File: config.mk
export PLATFORM = sky130hd
export DESIGN_NAME = pc_sequencer
export DESIGN_NICKNAME = d
export VERILOG_FILES = /design/src/rtl/cpu_defs_pkg.sv /design/src/rtl/next_pc_calc.sv /design/src/rtl/pc_sequencer.sv
export SDC_FILE = /design/constraint.sdc
export NUM_CORES = 1
export LEC_CHECK = 0
export ABC_AREA = 1
export ABC_CLOCK_PERIOD_IN_PS = 8800
export CAP_MARGIN = 20
export CORE_ASPECT_RATIO = 1.25
export CORE_MARGIN = 1
export CORE_UTILIZATION = 51
export CTS_BUF_LIST = sky130_fd_sc_hd__clkbuf_4
export DETAILED_ROUTE_END_ITERATION = 7
export PLACE_DENSITY = 0.95
export SLEW_MARGIN = 20
export SYNTH_ARGS = -nofsm -noshare
export SYNTH_HDL_FRONTEND = slang
export SYNTH_SLANG_ARGS = --single-unit
File: constraint.sdc
create_clock -name CLK -period 8.8 [get_ports CLK]
set_clock_uncertainty 0.2 [all_clocks]
set_input_delay 1.76 -clock CLK [delete_from_list [all_inputs] [get_ports CLK]]
set_output_delay 1.76 -clock CLK [all_outputs]
set_load 0.02 [all_outputs]
File: src/rtl/cpu_defs_pkg.sv
// ============================================================================
// Module : cpu_defs_pkg
// Brief  : Sequencer state encoding and opcode/funct constants shared by the
//          multi-cycle control path and the instruction decoder.
// Rev    : 1.0  initial release
// ============================================================================
`default_nettype none

package cpu_defs_pkg;

  typedef enum logic [2:0] {
    ST_IF   = 3'd0,
    ST_ID   = 3'd1,
    ST_EXE  = 3'd2,
    ST_MEM  = 3'd3,
    ST_WB   = 3'd4,
    ST_HALT = 3'd5
  } state_e;

  localparam logic [5:0] OP_RTYPE = 6'b000000;
  localparam logic [5:0] OP_HALT  = 6'b111111;
  localparam logic [5:0] OP_J     = 6'b000010;
  localparam logic [5:0] OP_JAL   = 6'b000011;
  localparam logic [5:0] OP_BEQ   = 6'b000100;
  localparam logic [5:0] OP_BNE   = 6'b000101;
  localparam logic [5:0] OP_LW    = 6'b100011;
  localparam logic [5:0] OP_SW    = 6'b101011;
  localparam logic [5:0] FN_JR    = 6'b001000;

  function automatic logic is_jr(input logic [5:0] op, input logic [5:0] fn);
    return (op == OP_RTYPE) && (fn == FN_JR);
  endfunction

endpackage

`default_nettype wire

File: src/rtl/next_pc_calc.sv
// ============================================================================
// Module : next_pc_calc
// Brief  : Combinational next-PC selection: PC+4, branch, jump, register jump.
// Rev    : 1.0  initial release
// ============================================================================
`default_nettype none

module next_pc_calc
  import cpu_defs_pkg::*;
(
  input  logic [31:0] pc_i,
  input  logic [5:0]  opcode_i,
  input  logic [5:0]  funct_i,
  input  logic [15:0] imm16_i,
  input  logic [25:0] target26_i,
  input  logic [31:0] rs_data_i,
  input  logic        zero_i,
  output logic [31:0] new_addr_o
);

  logic [31:0] pc4;
  logic [31:0] br_tgt;
  logic [31:0] j_tgt;
  logic        br_taken;

  assign pc4      = pc_i + 32'd4;
  assign br_tgt   = pc4 + {{14{imm16_i[15]}}, imm16_i, 2'b00};
  assign j_tgt    = {pc4[31:28], target26_i, 2'b00};
  assign br_taken = ((opcode_i == OP_BEQ) &&  zero_i) ||
                    ((opcode_i == OP_BNE) && !zero_i);

  always_comb begin
    new_addr_o = pc4;
    if (is_jr(opcode_i, funct_i)) begin
      new_addr_o = rs_data_i;
    end else if ((opcode_i == OP_J) || (opcode_i == OP_JAL)) begin
      new_addr_o = j_tgt;
    end else if (br_taken) begin
      new_addr_o = br_tgt;
    end
  end

endmodule

`default_nettype wire

File: src/rtl/pc_sequencer.sv
// ============================================================================
// Module : pc_sequencer
// Brief  : Multi-cycle IF/ID/EXE/MEM/WB sequencer owning the PC write path.
// Rev    : 1.0  initial release
// ============================================================================
`default_nettype none

module pc_sequencer
  import cpu_defs_pkg::*;
(
  input  logic        CLK,
  input  logic        Reset,
  input  logic [31:0] PC,
  input  logic [5:0]  opcode,
  input  logic [5:0]  funct,
  input  logic [15:0] imm16,
  input  logic [25:0] target26,
  input  logic [31:0] rs_data,
  input  logic        zero,
  output logic        PCWre,
  output logic [31:0] new_addr,
  output logic        IRWre,
  output logic        RegWre,
  output logic        MemWre,
  output logic        halted,
  output logic [2:0]  state
);

  state_e state_q;
  state_e state_d;

  logic pcwre_d;
  logic irwre_d;
  logic regwre_d;
  logic memwre_d;

  logic is_jump;
  logic is_branch;
  logic is_mem;

  assign is_jump   = is_jr(opcode, funct) || (opcode == OP_J) || (opcode == OP_JAL);
  assign is_branch = (opcode == OP_BEQ) || (opcode == OP_BNE);
  assign is_mem    = (opcode == OP_LW) || (opcode == OP_SW);

  always_ff @(posedge CLK or negedge Reset) begin
    if (!Reset) begin
      state_q <= ST_IF;
    end else begin
      state_q <= state_d;
    end
  end

  // Each instruction asserts PCWre exactly once, in whichever state retires it.
  always_comb begin
    state_d  = state_q;
    pcwre_d  = 1'b0;
    irwre_d  = 1'b0;
    regwre_d = 1'b0;
    memwre_d = 1'b0;
    case (state_q)
      ST_IF: begin
        irwre_d = 1'b1;
        state_d = ST_ID;
      end
      ST_ID: begin
        if (is_jump) begin
          pcwre_d  = 1'b1;
          regwre_d = (opcode == OP_JAL);
          state_d  = ST_IF;
        end else if (opcode == OP_HALT) begin
          state_d = ST_HALT;
        end else begin
          state_d = ST_EXE;
        end
      end
      ST_EXE: begin
        if (is_branch) begin
          pcwre_d = 1'b1;
          state_d = ST_IF;
        end else if (is_mem) begin
          state_d = ST_MEM;
        end else begin
          state_d = ST_WB;
        end
      end
      ST_MEM: begin
        if (opcode == OP_SW) begin
          pcwre_d  = 1'b1;
          memwre_d = 1'b1;
          state_d  = ST_IF;
        end else begin
          state_d = ST_WB;
        end
      end
      ST_WB: begin
        pcwre_d  = 1'b1;
        regwre_d = 1'b1;
        state_d  = ST_IF;
      end
      ST_HALT: begin
        state_d = ST_HALT;
      end
      default: begin
        state_d = ST_IF;
      end
    endcase
  end

  // Reset gates the enables so nothing is written while the core is held.
  assign PCWre  = pcwre_d  & Reset;
  assign IRWre  = irwre_d  & Reset;
  assign RegWre = regwre_d & Reset;
  assign MemWre = memwre_d & Reset;
  assign halted = (state_q == ST_HALT);
  assign state  = state_q;

  next_pc_calc u_next_pc_calc (
    .pc_i       (PC),
    .opcode_i   (opcode),
    .funct_i    (funct),
    .imm16_i    (imm16),
    .target26_i (target26),
    .rs_data_i  (rs_data),
    .zero_i     (zero),
    .new_addr_o (new_addr)
  );

endmodule

`default_nettype wire
==> results by group <==
Place
  • Placed cell count: 1132
  • DP Area: between 6000 and 7000 µm²
  • Port Buf Inserts: 160
  • GPL Wtd Cong: 0.984
  • Dpl hpwl: around 15 mm

Routing
  • First-pass DRT Iterations: 5
  • Via density: 5.51
  • DR top layer: met4
  • WL final: 17.9 mm
  • DR WL met2: 8.62 mm
  • Final ANT Viol Nets: 0
  • Drt wl/cell: roughly 16 µm
  • DR iter-0 viols: between 300 and 400
  • M1 WL: approximately 6.6 mm
  • Post-detailed-route DRC marker count: 0
  • Via count: 6255
  • DR WL met3: between 1 and 1.5 mm

Global routing
  • Gr usage total: between 30 and 40%
  • Global-route wire length before repair: 27.9 mm
  • Vias in the first global route: 6003
  • Initial antenna violation count: 0
  • Largest net degree at the start of global routing: 38
  • Gr ovfl total: 0

STA
  • Final Hold Viols: 0
  • TNS Setup: 0 ns
  • Final Slew Violations: 0
  • Highest clock rate: 0.130 GHz
  • Relative slew slack: 31.1%
  • Tcrit/Tclk final: 87.7%
  • Worst-Margin Slew: 1.03 ns
  • Tmin final: 7.72 ns
  • Final setup fails: 0
  • RSZ-0062 raised after global routing: false

Synth
  • Syn nets: about 1000
  • Synth area leaders: nand2_1 28%, inv_1 13%, ha_1 11%
  • Synth Register Bits: 3
  • Share of the synthesized area in the top cell type: 28.3%
  • Sequential share of the synthesized area: 1.71%
  • Yosys warnings: 0
  • Synth area leader: nand2_1
  • Cells after synthesis: 888
  • Post-Synthesis Cell Area: ~4400 µm²
  • Unique masters post-synth: 43
  • Syn_area_per_cell: 4.95 µm²

Worst setup path
  • WS Path Type: in2out
  • CP Launch Type: input port
  • Terminus of the critical flop-to-flop path: state[1]$_DFF_PN0_
  • Worst setup EP type: output port
  • Worst r2r path cells: 3
  • Reg2reg start: state[2]$_DFF_PN0_
  • Worst path arrival time: about 5.8 ns
  • R2R Setup Slk: about 7.4 ns
  • Critical path fanouts, max: 5
  • Required time of the critical path: 6.84 ns

Flow run
  • Number of max-cap violations: 0

Floorplan
  • Die X: 85.0 µm
  • Rows: 37
  • Total core area: ~8300 µm²
  • I/O Pins: around 160
  • Die outline height: approximately 110 µm
  • Starting Density: approximately 53%
  • Die area: 9000 µm²

Worst hold path
  • Hold wc startpoint: state[0]$_DFF_PN0_
  • Hold Path Depth: 2
  • Worst hold path type: reg2reg
  • Worst Hold End: state[0]$_DFF_PN0_

Clock tree
  • Reg clk slew, reported paths: 0.04 ns
  • TritonCTS buffer count: 3
  • Post-CTS Hold Buffers: 0
  • Clock root buffer master: clkbuf_4
  • Clock Path Buffers: 2
  • CTS tree: done
  • CTS resizes: 0
  • Clk_lat worst skew: between 0.2 and 0.25 ns
  • Setup Fix Bufs, Post-CTS: 0
  • H-tree levels: 1
  • CTS Sinks: 3

Power
  • PwrDens: 69.3 nW/µm²
  • Pwr Total: ~0.00042 W
  • Leakage: 3.27 nW
  • VDD IR max: 0.000139 V

Layout
  • Share of layout cells above drive strength 1: 4.14%
  • Max reg flops: 3
  • Filler instances: 786
  • Final Util: 73.1%
  • Layout Cells excl Fill: 1136
  • Fin nets: around 1200
  • Ant diodes: 0
  • Final Instance Area: a little over 6000 µm²
  • Syn-to-layout area delta: 37.7%

Status
  • Run status: complete, no violations
==> critical path: stages <==
cell             delay (ns)
clkdlybuf4s50_1        0.61
ha_1                   0.22
inv_1                  0.05
nor2_1                 0.16
nand3_1                0.19
nor3_1                 0.22
xor2_1                 0.30
inv_1                  0.08
ha_1                   0.35
nand2_1                0.11
nor2_1                 0.27
nand2_1                0.10
nand3_1                0.15
nand2_1                0.09
nand4_1                0.08
nand3_1                0.10
nand2_1                0.17
nand2_1                0.07
nand2_1                0.06
clkdlybuf4s50_1        0.60
==> layout by cell type (no fill, tap or decap), types with 3 or more instances in the layout <==
cell type / n
nand2_1: 331
clkdlybuf4s50_1: 160
inv_1: 158
nor2_1: 96
nand3_1: 56
a21oi_1: 53
ha_1: 37
o21ai_0: 25
xor2_1: 22
nand4_1: 11
nor2_2: 7
nor3_1: 7
inv_2: 6
nand2_2: 5
a31oi_1: 5
or2_2: 4
nand3b_1: 4
xnor2_1: 4
o211ai_1: 4
clkbuf_4: 4
nor2_4: 3
o21ai_1: 3
nor3_2: 3
a22oi_1: 3
dfrtp_1: 3
==> cells in the mapped netlist (all sizes together) <==
| cell | instances |
|---|---|
| nand3 | 58 |
| nand2 | 338 |
| xor2 | 22 |
| o2111ai | 2 |
| xnor2 | 5 |
| o221ai | 1 |
| buf | 11 |
| or2 | 4 |
| clkinv | 1 |
| and3 | 1 |
| ha | 37 |
| nor4 | 3 |
| clkbuf | 3 |
| dfrtp | 3 |
| a21oi | 55 |
| o21ai | 29 |
| inv | 164 |
| nand4 | 11 |
| a31oi | 5 |
| a22oi | 3 |
| a22o | 2 |
| fa | 1 |
| a21o | 2 |
| o211ai | 4 |
| nor2 | 107 |
| nor3 | 10 |
| nand3b | 4 |
| o21bai | 2 |
==> through the flow <==
step / hold WS [ns] / worst slack, ns
after floorplan: 0.546 / 2.82
after global placement: 0.478 / 1.21
after detailed placement: 0.486 / 1.11
after CTS: 0.510 / 1.11
after global routing: 0.607 / 0.704
final: 0.522 / 1.08
==> cells by family (layout without fill, tap and decap cells) <==
logic type               count (synthesis)  after routing  synth area share [%]
AND/OR/NAND/NOR                        536            536                  51.9
flip-flops                               3              3                  1.71
AO/OA/AOI/OAI                          105            105                  13.4
buffers and inverters                  179            330                  16.4
XOR/XNOR                                27             27                  5.55
adder cells (fa/ha/maj)                 38             38                  11.0
==> worst max-delay path by stage <==
stage | start | endpoint | cells past startpoint
after floorplan | PC[2] | new_addr[26] | 16
after global placement | PC[2] | new_addr[25] | 20
after detailed placement | PC[2] | new_addr[25] | 20
after CTS | PC[2] | new_addr[25] | 20
after global routing | PC[2] | new_addr[25] | 20
final | PC[2] | new_addr[25] | 20
==> power breakdown <==
| group | total (W) | leakage, nW | internal [W] | switching, W |
|---|---|---|---|---|
| Combinational | 0.000361 | 3.21 | 0.000155 | 0.000206 |
| Clock | 0.0000288 | 0.0184 | 0.0000202 | 0.00000866 |
| Sequential | 0.0000291 | 0.0381 | 0.0000198 | 0.00000932 |
==> final cells by class <==
class / count / area [µm²] / share of cell area, %
tap: 97 / 121 / 2.00
clock buffer: 4 / 30.0 / 0.496
timing repair buffer: 161 / 1610 / 26.6
inverter: 165 / 619 / 10.2
sequential: 3 / 75.1 / 1.24
multi-input combinational: 706 / 3600 / 59.5
==> layer usage <==
layer | track usage, % | vias up
met4 | 27.6 | 0
met3 | 4.31 | 94
met5 | 0 | -
met1 | 41.7 | 2739
met2 | 71.4 | 346
li1 | - | 3076
Power figures use the tool's default switching activity.
==> RTL change 1, RTL diff (same flow settings) <==
Register the input `opcode` before use, cleared by the reset. The logic sees it one clock later. The other inputs are not delayed to match.
--- a/src/rtl/pc_sequencer.sv
+++ b/src/rtl/pc_sequencer.sv
@@ -26,6 +26,16 @@
   output logic [2:0]  state
 );
 
+  logic [5:0] opcode_q;
+
+  always_ff @(posedge CLK or negedge Reset) begin
+    if (!Reset) begin
+      opcode_q <= '0;
+    end else begin
+      opcode_q <= opcode;
+    end
+  end
+
   state_e state_q;
   state_e state_d;
 
@@ -38,9 +48,9 @@
   logic is_branch;
   logic is_mem;
 
-  assign is_jump   = is_jr(opcode, funct) || (opcode == OP_J) || (opcode == OP_JAL);
-  assign is_branch = (opcode == OP_BEQ) || (opcode == OP_BNE);
-  assign is_mem    = (opcode == OP_LW) || (opcode == OP_SW);
+  assign is_jump   = is_jr(opcode_q, funct) || (opcode_q == OP_J) || (opcode_q == OP_JAL);
+  assign is_branch = (opcode_q == OP_BEQ) || (opcode_q == OP_BNE);
+  assign is_mem    = (opcode_q == OP_LW) || (opcode_q == OP_SW);
 
   always_ff @(posedge CLK or negedge Reset) begin
     if (!Reset) begin
@@ -65,9 +75,9 @@
       ST_ID: begin
         if (is_jump) begin
           pcwre_d  = 1'b1;
-          regwre_d = (opcode == OP_JAL);
+          regwre_d = (opcode_q == OP_JAL);
           state_d  = ST_IF;
-        end else if (opcode == OP_HALT) begin
+        end else if (opcode_q == OP_HALT) begin
           state_d = ST_HALT;
         end else begin
           state_d = ST_EXE;
@@ -84,7 +94,7 @@
         end
       end
       ST_MEM: begin
-        if (opcode == OP_SW) begin
+        if (opcode_q == OP_SW) begin
           pcwre_d  = 1'b1;
           memwre_d = 1'b1;
           state_d  = ST_IF;
@@ -116,7 +126,7 @@
 
   next_pc_calc u_next_pc_calc (
     .pc_i       (PC),
-    .opcode_i   (opcode),
+    .opcode_i   (opcode_q),
     .funct_i    (funct),
     .imm16_i    (imm16),
     .target26_i (target26),
Formal check against the unedited RTL: not equivalent (a bounded check fails within 4 cycles, from zero or initial values and one cycle with Reset low).
==> RTL change 1 against the original RTL <==
  * Routed wire length down 3.4%
  * Total power grew 9.6%
  * Sequential cell count grew 6
  * Critical path type unchanged
  * Register-to-register slack got worse by 0.85 ns
  * Cell count is 1.8% higher
  * Setup slack improved by 0.084 ns
  * Clock power increased by 29%
  * Worst hold slack worse by 0.0012 ns
  * Highest routed layer unchanged
  * Final area up 2.5%
  * Synthesized cell count is 0.11% lower
  * Synthesized area increased by 2.1%
  * Count of clock-buffer cells in the layout unchanged
==> RTL change 1: results (changes against the original RTL) <==
[worst_setup_path]
critPathArrivalTime_ns = 5.67  ; -0.09 ns
critical_path.max_fanout = 6  ; +1
critPathMaxStageDelay_ns = 0.63  ; +0.02 ns

[finish]
share_of_final_layout_standard_cells_stronger_than_drive_strength_1 = 0.04327  ; +0.001883
number_of_flip_flops_under_the_largest_register_name = 6  ; +3
finalNetCount = 1200  ; +0.083%

[clock_tree]
worstSkewPairLatency_ns = 0.27  ; +0.03 ns
clk_pin_slew_worst_paths_ns = 0.07  ; +0.03 ns

[yosys]
synth.net_count = 1046  ; -0.096%
netlist_instances = 887  ; -0.11%
synth-seq-area-share = 0.05018  ; +0.03311
netlist_top_cells_area = nand2_1 (27%), inv_1 (14%), ha_1 (10%)

[power]
max-vdd-ir-drop_uv = 124.2  ; -10%
power.switching_mw = 0.2311  ; +3.1%

[drt]
vias = 6237  ; -0.29%
route.detailed.wl_per_inst_um = 14.99  ; -5.1%
first_iter_violations = 483  ; +31%

[place]
place_hpwl_um = 14340  ; -3.5%
placement.setup.worst_slack_ns = 1.227  ; +0.1133 ns

[global_route]
grt_pass1_vias = 6032  ; +0.48%
gr-usage-all-layers = 0.3825  ; -0.01059
pin_count_of_the_biggest_net_entering_global_routing = 33  ; -13%

[run_status]
run_status = finished, final reports clean

[sta]
tightestPinTransition_ns = 0.9555  ; -0.07524 ns
fmax_ghz = 0.1310  ; +1.1%

RTL change 1: worst max-delay path: cells and delay by family:
kind,cells,cell delay (ns)
compound gates,4,0.84
buf+inv,6,1.51
simple gates,6,0.72
fa+ha+maj,2,0.57
xor+xnor,1,0.28
RTL change 1: per-stage QoR:
stage,hold WS (ns),area (sq um)
6_report,0.5212,6205
5_1_grt,0.5737,6205
4_1_cts,0.5049,6205
3_5_place_dp,0.4904,6175
3_3_place_gp,0.4879,6175
2_1_floorplan,0.4353,4488
RTL change 1: power groups by stage:
stage / combinational, mW / sequential (mW) / clock, mW
floorplan: 0.195 / 0.0664 / 0
global placement: 0.349 / 0.0607 / 0
detailed placement: 0.354 / 0.0606 / 0
CTS: 0.356 / 0.0601 / 0.0379
global route: 0.395 / 0.0616 / 0.0439
finish: 0.361 / 0.0612 / 0.0371
RTL change 1: final cells by class:
class / count / area share
tap: 117 / 0.02359
timing repair buffer: 161 / 0.2593
inverter: 168 / 0.1016
sequential: 9 / 0.03630
clock buffer: 4 / 0.004840
multi-input combinational: 698 / 0.5743
RTL change 1: cell families after synthesis:
kind of cell | share of synthesized area
simple gates | 0.4926
buf+inv | 0.1558
compound gates | 0.1335
fa+ha+maj | 0.1076
xor+xnor | 0.06022
flops | 0.05018
RTL change 1: metal layers:
layer | track usage | vias to the layer above | routed length, um
met5 | 0 | - | 0
met2 | 0.6848 | 296 | 8623
li1 | - | 3075 | -
met3 | 0.06543 | 70 | 1189
met1 | 0.4180 | 2796 | 6661
met4 | 0.2238 | 0 | 867
RTL change 1: worst paths after layout:
path,startpoint,to,depth (start not counted)
max,PC[2],new_addr[18],19
min,state[2],state[1],3
max reg2reg,opcode_q[0],state[1],8
min reg2reg,state[2],state[1],3
max in group asynchronous,Reset,opcode_q[4],1
min in group asynchronous,Reset,opcode_q[5],1
==> RTL change 2, RTL diff (same settings) <==
Made on the original files. Make the reset (`Reset`) synchronous in one clocked block.
--- a/src/rtl/pc_sequencer.sv
+++ b/src/rtl/pc_sequencer.sv
@@ -42,7 +42,7 @@
   assign is_branch = (opcode == OP_BEQ) || (opcode == OP_BNE);
   assign is_mem    = (opcode == OP_LW) || (opcode == OP_SW);
 
-  always_ff @(posedge CLK or negedge Reset) begin
+  always_ff @(posedge CLK) begin
     if (!Reset) begin
       state_q <= ST_IF;
     end else begin
Behaviour: differs if Reset is asserted again (counterexample within 4 cycles, from zero or initial values and one cycle with Reset low); with Reset held inactive, the same outputs for 10 cycles.
==> RTL change 2 against the original RTL <==
  * The run now ends with DRC left
  * Register-to-register slack lost 0.22 ns
  * Non-clock buffer count grew 1
  * Total power shrank 12%
  * Synthesized area shrank 1.5%
  * Utilization grew 0.092 points
  * Sequential share of layout area shrank 0.24 points
  * Final area shrank 0.43%
  * Sequential power shrank 40%
  * Clock power grew 6%
  * Setup slack lost 0.039 ns
  * Routed wire length shrank 4.2%
  * Sequential cell count is the same
  * Critical endpoint is now new_addr[20]
==> RTL change 2: results (changes against the original RTL) <==
[global_route]
grt_pass1_vias = 5805  ; -3.3%
gr-usage-all-layers = 0.3862  ; -0.006929
pin_count_of_the_biggest_net_entering_global_routing = 40  ; +5.3%
grt_met2_use = 0.7002  ; -0.01405
global_route.usage.met3 = 0.05845  ; +0.01538
grt_pass1_wl_um = 27060  ; -2.9%
grt.met1_usage = 0.4011  ; -0.01619

[yosys]
synth.net_count = 1015  ; -3.1%
synthTopCellsByCount = nand2_1 (293), inv_1 (146), nor2_1 (91)
ys_dominant_reg_cell = dfxtp_1
netlist_top_cells_area = nand2_1 (25%), inv_1 (13%), ha_1 (11%)
synth.lib_cells_used.distinct = 47  ; +9.3%
synth_async_reset_ratio = 0  ; -1.000
synth-seq-area-share = 0.01387  ; -0.003202
yosys_warnings = 0  ; unchanged

[min_path]
hold-path-cell-count = 3  ; +1

[drt]
first_iter_violations = 383  ; +4.1%
vias = 6058  ; -3.1%
drt.antenna.violating_nets = 0  ; unchanged
postRouteWirelength_um = 17200  ; -4.2%
drt_drc_violations_left = 7  ; +7
first_pass_iters = 8  ; +3

[run_status]
violations = DRC
run_status = complete, but fails checks

[worst_setup_path]
slowest_stage = clkdlybuf4s50_1
worst-r2r-cell-count = 7  ; +4
critPathArrivalTime_ns = 5.80  ; +0.04 ns
critical_path.max_fanout = 5  ; unchanged
critPathMaxStageDelay_ns = 0.66  ; +0.05 ns
crit_family = buffers and inverters

[power]
leakagePower_nw = 3.151  ; -3.7%
max-vdd-ir-drop_uv = 83.15  ; -40%
cell_int_power_mw = 0.1755  ; -10%

[clock_tree]
worstSkewPairLatency_ns = 0.25
max-clock-path-buffers = 2  ; unchanged
clk_pin_slew_worst_paths_ns = 0.04  ; about the same
post_cts_resized = 0  ; unchanged
cts_inserted_buffers = 3  ; unchanged
h-tree-depth = 1  ; unchanged
cts_root_buffer = clkbuf_4

[finish]
antennaDiodeCount = 0  ; unchanged
share_of_final_layout_standard_cells_stronger_than_drive_strength_1 = 0.05446  ; +0.01307
number_of_flip_flops_under_the_largest_register_name = 3  ; unchanged
number_of_fill_cells = 736  ; -6.4%
finalNetCount = 1170  ; -2.4%

[place]
place_hpwl_um = 14450  ; -2.8%
io_buffers = 160  ; unchanged
gp_congestion = 1.023  ; +3.9%

[sta]
tightestPinTransition_ns = 0.9972  ; -0.03350 ns

==> RTL change 2: tightest hold or removal path: cells and delay by family, from the launching register on <==
family | cells | cell delay, ns
DFF | 1 | 0.38
and+or+nand+nor | 2 | 0.17
AOI/OAI and AO/OA | 1 | 0.07
==> RTL change 2: path summary, 6_finish.rpt <==
| check | start | slack, ns | end |
|---|---|---|---|
| min | state[0] | 0.47 | state[1] |
| max | PC[2] | 1.04 | new_addr[20] |
| min reg2reg | state[0] | 0.47 | state[1] |
| max reg2reg | state[0] | 7.14 | state[2] |
==> RTL change 2: layout make-up <==
class	count	area [sq um]	share of cell area
clock buffers	4	30.03	0.004981
inverters	151	569.3	0.09444
multi-input cells	690	3627	0.6017
flip-flops and latches	3	60.06	0.009963
well taps	97	121.4	0.02013
repair buffers	162	1620	0.2688
==> RTL change 2: routing by layer <==
layer  routed length, um  share of wire
met5                   0              0
met1                6381           0.37
met2                8249           0.48
met3                1229          0.071
met4                1342          0.078
==> RTL change 2: logic make-up (layout without fill, tap and decap cells) <==
group           Yosys count  after routing  share of synthesized area
fa+ha+maj                38             38                     0.1116
xor+xnor                 27             27                    0.05809
compound gates          113            113                     0.1483
simple gates            512            512                     0.5194
buf+inv                 163            317                     0.1488
flops                     3              3                    0.01387
==> RTL change 2: power groups by stage <==
stage          Sequential [mW]  Clock, mW  Combinational [mW]
3_3_place_gp            0.0175          0               0.310
5_1_grt                 0.0179     0.0319               0.349
4_1_cts                 0.0174     0.0305               0.315
3_5_place_dp            0.0177          0               0.313
6_report                0.0175     0.0304               0.320
2_1_floorplan           0.0194          0               0.174
==> RTL change 2: through the flow <==
step                cell area [sq um]  utilization  std cells  hold slack [ns]  setup slack (ns)
floorplan                        4329            -        856           0.4843             2.776
global placement                 5987       0.7265       1102           0.4501             1.212
detailed placement               5987       0.7265       1102           0.4653             1.104
CTS                              6017       0.7302       1106           0.4686             1.082
global route                     6028       0.7316       1107           0.5202            0.7265
finish                           6028       0.7316       1107           0.4727             1.045
